`src/rtl/imem_loader_pkg.sv`:
```
// Shared definitions for the instruction-memory loader: FSM state codes
// (3-bit, legacy-compatible encoding) and the running-checksum helper.
package imem_loader_pkg;

    typedef logic [2:0] state_t;

    localparam state_t LEN_HI  = 3'd0;
    localparam state_t LEN_LO  = 3'd1;
    localparam state_t DATA_HI = 3'd2;
    localparam state_t DATA_LO = 3'd3;
    localparam state_t CHK     = 3'd4;
    localparam state_t DONE    = 3'd5;
    localparam state_t ERROR   = 3'd6;

    // Checksum is a plain modulo-256 byte sum.
    function automatic logic [7:0] sum8(input logic [7:0] acc, input logic [7:0] b);
        return acc + b;
    endfunction

endpackage

```
`src/rtl/imem_loader_if.sv`:
```
// Byte-stream ingress (valid/ready) plus the instruction-memory write port.
// master = stream source / memory side, slave = the loader.
interface imem_loader_if #(
    parameter int ADDR_W = 8
);
    logic              in_valid;
    logic [7:0]        in_data;
    logic              in_ready;
    logic              mem_we;
    logic [ADDR_W-1:0] mem_addr;
    logic [15:0]       mem_wdata;

    modport master (
        output in_valid, in_data,
        input  in_ready, mem_we, mem_addr, mem_wdata
    );

    modport slave (
        input  in_valid, in_data,
        output in_ready, mem_we, mem_addr, mem_wdata
    );
endinterface

```
`src/rtl/imem_loader.sv`:
```
// Loads a length-prefixed, checksummed byte image into instruction memory as 16-bit words.
// Write lands one cycle after the low byte is accepted; stalls only via in_valid, never toward memory.
module imem_loader
    import imem_loader_pkg::*;
#(
    parameter int ADDR_W = 8
) (
    input  logic          Clk,
    input  logic          Rst,
    imem_loader_if.slave  bus,
    output logic          cpu_rst_n,
    output logic          done,
    output logic          err
);

    localparam logic [16:0] DEPTH = 17'd1 << ADDR_W;

    state_t            state;
    logic [7:0]        sum;
    logic [15:0]       count;
    logic [15:0]       len;
    logic [7:0]        len_hi;
    logic [7:0]        hi_byte;
    logic              rdy_q;
    logic              we_q;
    logic [ADDR_W-1:0] addr_q;
    logic [15:0]       wdata_q;
    logic              xfer;
    logic              terminal;
    logic [15:0]       n_len;

    assign terminal = (state == DONE) || (state == ERROR);
    // rdy_q keeps in_ready low for the first cycle out of reset.
    assign bus.in_ready = rdy_q && Rst && !terminal;
    assign xfer         = bus.in_valid && bus.in_ready;
    assign n_len        = {len_hi, bus.in_data};

    assign bus.mem_we    = we_q;
    assign bus.mem_addr  = addr_q;
    assign bus.mem_wdata = wdata_q;

    assign done      = (state == DONE);
    assign err       = (state == ERROR);
    assign cpu_rst_n = (state == DONE);

    always_ff @(posedge Clk) begin
        if (!Rst) begin
            state   <= LEN_HI;
            sum     <= 8'd0;
            count   <= 16'd0;
            len     <= 16'd0;
            len_hi  <= 8'd0;
            hi_byte <= 8'd0;
            rdy_q   <= 1'b0;
            we_q    <= 1'b0;
            addr_q  <= '0;
            wdata_q <= 16'd0;
        end else begin
            rdy_q <= 1'b1;
            we_q  <= 1'b0;
            // Address advances after the write cycle, wrapping naturally at DEPTH.
            if (we_q) begin
                addr_q <= addr_q + 1'b1;
            end
            if (xfer) begin
                if (state != CHK) begin
                    sum <= sum8(sum, bus.in_data);
                end
                case (state)
                    LEN_HI: begin
                        len_hi <= bus.in_data;
                        state  <= LEN_LO;
                    end
                    LEN_LO: begin
                        len <= n_len;
                        if (n_len == 16'd0) begin
                            state <= CHK;
                        end else if ({1'b0, n_len} > DEPTH) begin
                            state <= ERROR;
                        end else begin
                            state <= DATA_HI;
                        end
                    end
                    DATA_HI: begin
                        hi_byte <= bus.in_data;
                        state   <= DATA_LO;
                    end
                    DATA_LO: begin
                        we_q    <= 1'b1;
                        wdata_q <= {hi_byte, bus.in_data};
                        count   <= count + 16'd1;
                        state   <= (count + 16'd1 == len) ? CHK : DATA_HI;
                    end
                    CHK: begin
                        state <= (bus.in_data == sum) ? DONE : ERROR;
                    end
                    default: begin
                        state <= state;
                    end
                endcase
            end
        end
    end

endmodule

```
`src/flat_wrapper.sv`:
```
// flat-port wrapper written by rule: the top's interface ports become plain ports
module imem_loader_flat import imem_loader_pkg::*;
#(
    parameter int ADDR_W = 8
)
  (Clk, Rst, cpu_rst_n, done, err, bus_in_valid, bus_in_data, bus_in_ready, bus_mem_we, bus_mem_addr, bus_mem_wdata);
  imem_loader_if #(.ADDR_W(ADDR_W)) bus_i ();
  input  logic Clk;
  input  logic Rst;
  output logic cpu_rst_n;
  output logic done;
  output logic err;
  input wire logic [$bits(bus_i.in_valid)-1:0] bus_in_valid;
  input wire logic [$bits(bus_i.in_data)-1:0] bus_in_data;
  output wire logic [$bits(bus_i.in_ready)-1:0] bus_in_ready;
  output wire logic [$bits(bus_i.mem_we)-1:0] bus_mem_we;
  output wire logic [$bits(bus_i.mem_addr)-1:0] bus_mem_addr;
  output wire logic [$bits(bus_i.mem_wdata)-1:0] bus_mem_wdata;
  assign bus_i.in_valid = bus_in_valid;
  assign bus_i.in_data = bus_in_data;
  assign bus_in_ready = bus_i.in_ready;
  assign bus_mem_we = bus_i.mem_we;
  assign bus_mem_addr = bus_i.mem_addr;
  assign bus_mem_wdata = bus_i.mem_wdata;
  imem_loader #(.ADDR_W(ADDR_W)) u_core (.Clk(Clk), .Rst(Rst), .bus(bus_i), .cpu_rst_n(cpu_rst_n), .done(done), .err(err));
endmodule
```
`config.mk`:
```
export PLATFORM = sky130hd
export DESIGN_NAME = imem_loader_flat
export DESIGN_NICKNAME = d
export VERILOG_FILES = /design/src/rtl/imem_loader_pkg.sv /design/src/rtl/imem_loader_if.sv /design/src/rtl/imem_loader.sv /design/src/flat_wrapper.sv
export SDC_FILE = /design/constraint.sdc
export NUM_CORES = 1
export LEC_CHECK = 0
export ABC_AREA = 1
export CAP_MARGIN = 15
export CORE_MARGIN = 2
export CORE_UTILIZATION = 60
export DETAILED_ROUTE_END_ITERATION = 12
export PLACE_DENSITY = 0.83
export SLEW_MARGIN = 20
export SYNTH_ARGS = -nofsm -noshare
export SYNTH_HDL_FRONTEND = slang
export SYNTH_SLANG_ARGS = --single-unit
```
`constraint.sdc`:
```
create_clock -name Clk -period 3 [get_ports Clk]
set_clock_uncertainty 0.1 [all_clocks]
set_input_delay 0.75 -clock Clk [delete_from_list [all_inputs] [get_ports Clk]]
set_output_delay 0.75 -clock Clk [all_outputs]
set_load 0.005 [all_outputs]
```
Yosys cells after proc, flatten, opt, wreduce, memory -nomap -nowiden. Index checks and enable logic that the tools add are counted.

Bits in registers: 85. Bits of input ports: 11. Output and inout bits: 29. Word-level logic and storage cells: 45.

$add $sub $neg: 3. Magnitude comparators: 1. Equality and inequality tests: 9. Mux-type cells: 7. Reduce and logical (&&, ||, !) cells: 15.

Operators with widths (count): 16-bit by 1-bit adder with 16-bit output, second input constant (1); 16-bit == test (1); 16-bit by 9-bit > comparator with 1-bit output, second input constant (1); 16-bit logical NOT (1); 3-bit one-hot mux with 5 select lines (1); 2-bit AND reduction (7); 3-bit == test, second input constant (3); 3-bit two-way mux (3); 8-bit by 1-bit adder with 8-bit output, second input constant (1); 8-bit adder (1); 8-bit == test (1); 3-bit by 2-bit == test with 1-bit output, second input constant (2); 5-bit nonzero test (1); 3-bit by 1-bit == test with 1-bit output, second input constant (1); 1-bit logical AND (3); 3-bit logical NOT (1); 3-bit inequality test, second input constant (1); 1-bit two-way mux (2); 2-bit two-way mux (1); 1-bit logical NOT (1); 1-bit logical OR (1).

Logic depth before layout (Yosys ltp). Gate-level depths: netlist (run 1).

Word-level depth: 6. Mapped depth: 15. Mapped depth without buffers: 15.

Worst setup path before layout (run 1). Ideal clock, no wire load.

Kind: input to register. Start: in bus_in_data[0]. End: reg u_core.sum[6]. Setup time: 0.070 ns. Arrival time: 2.087 ns. Required time: 2.830 ns. Path slack: 0.743 ns. Cell stages on the path: 9. Buffers on the path: 0. Cell sequence: ha_1 inv_1 fa_1 o31ai_1 nand2_1 nand2_1 a21oi_1 xor2_1 a21oi_1.

Word-level cells in the longest chain between the ends: 1.

Ends and longest elaborated chain: from (decl) (RTL line flat_wrapper.sv:14) `input wire logic [$bits(bus_i.in_data)-1:0] bus_in_data;`; 8-bit adder (RTL line imem_loader_pkg.sv:17) `return acc + b;`; to (signal assigned) (RTL line imem_loader.sv:67) `sum <= sum8(sum, bus.in_data);`; to (decl) (RTL line imem_loader.sv:19) `logic [7:0] sum;`.

No other way between the ends. A chain may end at the register's enable or synchronous reset.

Worst setup path in the final report (run 1). Ends and elaborated chain as after synthesis.

==> results of run 1 <==
power by group:
part | total [mW] | internal [mW] | switching (mW)
sequential | 1.16 | 1.14 | 0.0137
clock | 0.764 | 0.314 | 0.450
combinational | 0.155 | 0.0579 | 0.0966
total | 2.08 | 1.52 | 0.560
metrics by stage:
step                setup slack (ps)  utilization [%]
detailed placement              20.8             68.5
finish                           348             71.1
CTS                              360             71.1
global placement                 146             68.5
global route                     271             71.1
floorplan                        743                -
cells in the mapped netlist:
cell / count / area [µm²]
a211oi_1: 1 / 7.51
a21oi_1: 67 / 335
a31oi_1: 4 / 25.0
buf_1: 2 / 7.51
buf_2: 6 / 30.0
buf_4: 2 / 15.0
buf_6: 3 / 33.8
clkbuf_1: 7 / 26.3
dfxtp_1: 85 / 1700
fa_1: 1 / 20.0
ha_1: 9 / 113
inv_1: 64 / 240
inv_2: 5 / 18.8
inv_4: 1 / 6.26
nand2_1: 100 / 375
nand2_2: 2 / 12.5
nand2_4: 2 / 22.5
nand3_1: 38 / 190
nand3b_1: 4 / 30.0
nand4_1: 12 / 75.1
nor2_1: 61 / 229
nor2_2: 2 / 12.5
nor2_4: 7 / 78.8
nor2_8: 1 / 20.0
nor3_1: 12 / 60.1
nor3_2: 1 / 10.0
nor3_4: 1 / 16.3
nor3b_1: 2 / 15.0
o2111ai_1: 1 / 8.76
o21ai_0: 66 / 330
o21ai_1: 15 / 75.1
o22ai_1: 2 / 12.5
o31ai_1: 1 / 7.51
xnor2_1: 1 / 8.76
xor2_1: 6 / 52.6
worst register-to-register path: cells and delay by family (launching register included):
kind | cells | cell delay [ps]
fa+ha+maj | 1 | 220
flops | 1 | 400
simple gates | 13 | 1310
compound gates | 1 | 100
flip-flops by register name, indices dropped and copies added (netlist names):
name	flops
u_core.bus.mem_we	1
u_core.bus.mem_addr	8
u_core.rdy_q	1
u_core.count	16
u_core.len	16
u_core.len_hi	8
u_core.hi_byte	8
u_core.sum	8
u_core.bus.mem_wdata	16
u_core.state	3
routing by layer:
metal	vias up	wire length [µm]	GRT usage (%)
met5	-	0	0
met4	0	172	10.2
met3	17	499	4.62
met2	93	4620	46.1
met1	1819	4490	33.9
li1	2039	-	-
cell usage in the layout, fill, tap and decap left out, types with 2 or more instances in the layout:
cell             count
inv_6                3
a31oi_1              4
clkdlybuf4s50_1     38
inv_2                5
o21ai_1             15
nor3b_1              2
nor2_4               7
o22ai_1              2
nand2_1            100
nor2_1              61
xor2_1               6
o21ai_0             66
clkbuf_8             9
a21oi_1             67
inv_1               64
dfxtp_1             85
nand2_4              2
buf_4                2
ha_1                 9
nand3_1             38
nor2_2               2
nand3b_1             4
nand4_1             12
nor3_1              12
nand2_2              2
clkinv_2             2
kinds of logic (layout without fill, tap and decap cells):
family	count (synthesis)	in the layout	synth area share, %
and+or+nand+nor	245	245	27.2
AOI/OAI and AO/OA	157	157	19.0
buffers and inverters	90	128	8.95
DFF	85	85	40.3
adders and majority gates	10	10	3.14
xor gates and xnor gates	7	7	1.45
worst max path at each step:
stage	from	end	slack, ps	depth (start not counted)
after floorplan	bus_in_data[0]	u_core.sum[6]	740	9
after detailed placement	bus_in_data[0]	u_core.sum[6]	20	10
after global routing	u_core.state[1]	bus_in_ready	270	5
after CTS	u_core.state[1]	bus_in_ready	360	5
after global placement	bus_in_data[0]	u_core.sum[6]	150	10
final	bus_in_data[0]	u_core.sum[6]	350	10
layout make-up:
cell class              instances  share of cell area [%]
clock buffers                   9                    2.56
clock inverters                 7                    1.17
inverters                      70                    5.49
multi-input cells             419                    44.4
flip-flops and latches         85                    35.2
well taps                      96                    2.49
repair buffers                 42                    8.70
==> qor.csv, run 1 <==
metric,value,unit
grt_max_degree,80,
cts_sinks,85,
clock-root-buffer,clkbuf_8,
rsz0062_at_grt,no,
endpoint_kind,register,
cts_made_buffers,9,
p_leak,1.94,nW
path_clk_slew,90,ps
syn-cell-area,4220,µm²
regArea,1700,µm²
min_path_type,register to register,
powerDensity,430,nW/µm²
cpPeakStageDelay,480,ps
syn_to_final_growth,14.4,%
synth_seq_cells,85,
r2r-start,u_core.count[1],
detail-route-antenna-nets,0,
nets,648,
vias,3968,
die_w,87.9,µm
grt_pass1_wl,16.4,mm
fill_cells,575,
avgSynthCellArea,7.11,µm²
cp_top_family,adder cells,
setup-tns-final,0,ps
peakVddDrop,296,µV
postCtsHoldBufs,0,
first_iter_violations,212,
synth.distinct_cells,35,
worstPathArrival,2780,ps
cp-start-kind,input port,
path_buf_inv,2,
stdcell_area,4830,µm²
crit_fanout,2,
syn_nets,615,
critPathSlowestCell,clkdlybuf4s50_1,
avgRoutedWirePerCell,13.4,µm
relSlewSlack,56.3,%
yosysWarnings,0,
dpl_cell_area,4650,µm²
globalplace.congestion,0.822,
place_hpwl,6.87,mm
final_cell_count_no_fill,728,
cp.required,3130,ps
whs_endpoint,u_core.bus.mem_addr[7],
finalHoldViolations,0,
power.total,2.08,mW
worstPathCellList,"clkdlybuf4s50_1, ha_1, inv_1, fa_1, o31ai_1, nand2_1, nand2_1, a21oi_1, xor2_1, a21oi_1",
cts_resized,0,
antenna_found_initial,0,
drtPass1Iterations,4,
ys_seq_area_share,40.3,%
antennaDiodeCount,0,
worst_pin_slew,655,ps
rows,30,
min_from,u_core.bus.mem_addr[7],
setup_violations,0,
worst-r2r-cell-count,15,
reg2reg_setup_slack,790,ps
post-route-min-period,2650,ps
coreArea,6790,µm²
slew_violations,0,
cap_violations,0,
post_cts_buffers,0,
fmax,0.377,GHz
num_io_pins,40,
synth_cells,594,
whs_path_depth,2,
worstSetupPathType,input port to register,
clockBufferDepth,2,
portBuffers,39,
cts_tree,done,
vias_per_cell,5.45,
multiInputGateArea,2140,µm²
grt_pass1_vias,3839,
clock_latency,360,ps
track_usage,26.9,%
drc,0,
period_share,88.4,%
dieArea,7720,µm²
h-tree-depth,3,
chipHeight,87.9,µm
dp.cells,712,
layout-drive-gt1-share,6.65,%
status,"complete, no violations",
start_util,62.2,%
overflow,0,
wl,9.78,mm
regToRegEndpoint,u_core.state[2],
hold_slack,379,ps
No activity file was read; power rests on OpenSTA's default activity.
==> run 2, diff against run 1 <==
- CTS_CLUSTER_SIZE: unset -> 28
- SETUP_SLACK_MARGIN: unset -> 0.3
==> run 2 against run 1 <==
Against the previous run: non-clock buffer count is the same; global-route usage stayed put; via count increased by 0.13%; hold slack hardly changed; clock power about the same; critical endpoint is now bus_in_ready; largest power group unchanged.
==> qor.csv, run 2 (synthesis results as in run 1) <==
metric,value,unit,change
grt_pass1_wl,16.4,mm,unchanged
nets,648,,unchanged
clock-root-buffer,clkbuf_8,,unchanged
cp.required,2150,ps,was 3130 ps
vias,3973,,was 3968
r2r-start,u_core.count[1],,unchanged
chipHeight,87.9,µm,unchanged
p_sw,562,µW,was 560 µW
rsz0062_at_grt,no,,unchanged
die_w,87.9,µm,unchanged
vias_per_cell,5.46,,was 5.45
coreArea,6790,µm²,unchanged
min_path_type,register to register,,unchanged
grt_pass1_vias,3839,,unchanged
postCtsHoldBufs,0,,unchanged
track_usage,26.9,%,unchanged
relSlewSlack,56.8,%,was 56.3%
pwr-share-clk,36.8,%,about the same
regToRegEndpoint,u_core.state[2],,unchanged
worstSetupPathType,register to output pin,,was input port to register
finalHoldViolations,0,,unchanged
portBuffers,39,,unchanged
worstPathArrival,1730,ps,was 2780 ps
worst_pin_slew,648,ps,was 655 ps
cts_made_buffers,9,,unchanged
detail-route-antenna-nets,0,,unchanged
cts_resized,0,,unchanged
critPathLaunch,u_core.state[0],,was bus_in_data[0]
setup_violations,0,,unchanged
syn_to_final_growth,14.5,%,was 14.4%
worst-r2r-cell-count,15,,unchanged
start_util,62.2,%,unchanged
num_io_pins,40,,unchanged
clockBufferDepth,2,,unchanged
setup-tns-final,0,ps,unchanged
period_share,85.9,%,was 88.4%
p_comb_share,7.5,%,was 7.4%
rows,30,,unchanged
clock_latency,360,ps,about the same
reg2reg_setup_slack,780,ps,was 790 ps
drtPass1Iterations,4,,unchanged
stdcell_area,4840,µm²,was 4830 µm²
final_cell_count_no_fill,728,,unchanged
sw_frac_of_total,27.0,%,about the same
power.total,2.08,mW,about the same
dp.cells,712,,unchanged
first_iter_violations,198,,was 212
wl,9.76,mm,was 9.78 mm
antennaDiodeCount,0,,unchanged
powerDensity,430,nW/µm²,about the same
h-tree-depth,3,,unchanged
fmax,0.388,GHz,was 0.377 GHz
p_leak,1.94,nW,about the same
layout_commonest_cell,nand2_1,,unchanged
avgRoutedWirePerCell,13.4,µm,about the same
status,"complete, no violations",,unchanged
layout-drive-gt1-share,6.96,%,was 6.65%
crit_fanout,9,,was 2
endpoint,bus_in_ready,,was u_core.sum[6]
dpl_cell_area,4650,µm²,unchanged
globalplace.congestion,0.822,,unchanged
setup_ws,423,ps,was 348 ps
endpoint_kind,output pin,,was register
post_cts_buffers,0,,unchanged
p_int,1.52,mW,about the same
drc,0,,unchanged
peakVddDrop,296,µV,about the same
mostFrequentLayoutCells,"nand2_1, dfxtp_1, a21oi_1",,unchanged
cts_sinks,85,,unchanged
post-route-min-period,2580,ps,was 2650 ps
dieArea,7720,µm²,unchanged
place_hpwl,6.87,mm,unchanged
grt_max_degree,80,,unchanged
slew_violations,0,,unchanged
path_clk_slew,90,ps,about the same
overflow,0,,unchanged
cp-start-kind,register,,was input port
antenna_found_initial,0,,unchanged
cts_tree,done,,unchanged
preCtsSetupSlack,20.8,ps,unchanged
cap_violations,0,,unchanged
seqPwrFrac,55.7,%,was 55.8%
==> run 2: worst min path at each step <==
stage                                   to  slack (ps)  cells past startpoint                   start
floorplan                    u_core.len[9]         350                      2        u_core.len_hi[1]
global placement    u_core.bus.mem_addr[7]         350                      2  u_core.bus.mem_addr[7]
detailed placement  u_core.bus.mem_addr[7]         370                      2  u_core.bus.mem_addr[7]
CTS                 u_core.bus.mem_addr[7]         380                      2  u_core.bus.mem_addr[7]
global route        u_core.bus.mem_addr[7]         410                      2  u_core.bus.mem_addr[7]
finish              u_core.bus.mem_addr[7]         380                      2  u_core.bus.mem_addr[7]
==> run 2: power by group through the flow <==
stage	Clock [mW]	Sequential (mW)	Combinational, mW
final	0.765	1.16	0.155
after global routing	0.820	1.16	0.175
after CTS	0.779	1.16	0.153
after detailed placement	0	1.18	0.152
after global placement	0	1.18	0.147
after floorplan	0	1.18	0.108
==> run 2: through the flow <==
stage | hold WS [ps] | util [%]
6_report | 379 | 71.2
5_1_grt | 409 | 71.2
4_1_cts | 382 | 71.1
3_5_place_dp | 367 | 68.5
3_3_place_gp | 353 | 68.5
2_1_floorplan | 354 | -
==> run 2: area by class of cell <==
| cell class | count | area (µm²) |
|---|---|---|
| fillers | 571 | 1960 |
| repair buffers | 42 | 420 |
| well taps | 96 | 120 |
| inverters | 70 | 265 |
| flip-flops and latches | 85 | 1700 |
| clock buffers | 9 | 124 |
| clock inverters | 7 | 56.3 |
| multi-input cells | 419 | 2150 |
==> run 2: metal layers <==
metal  vias up  wire length [µm]  global-route usage, %
met5         -                 0                      0
met2        83              4650                   46.1
li1       2042                 -                      -
met1      1831              4510                   33.9
met4         0               172                   10.2
met3        17               430                   4.62
==> run 2: critical path: stages, from the launching register on <==
cell	delay, ps
dfxtp_1	400
nand2_4	200
nor2_4	60
nor3_4	180
clkdlybuf4s50_1	530
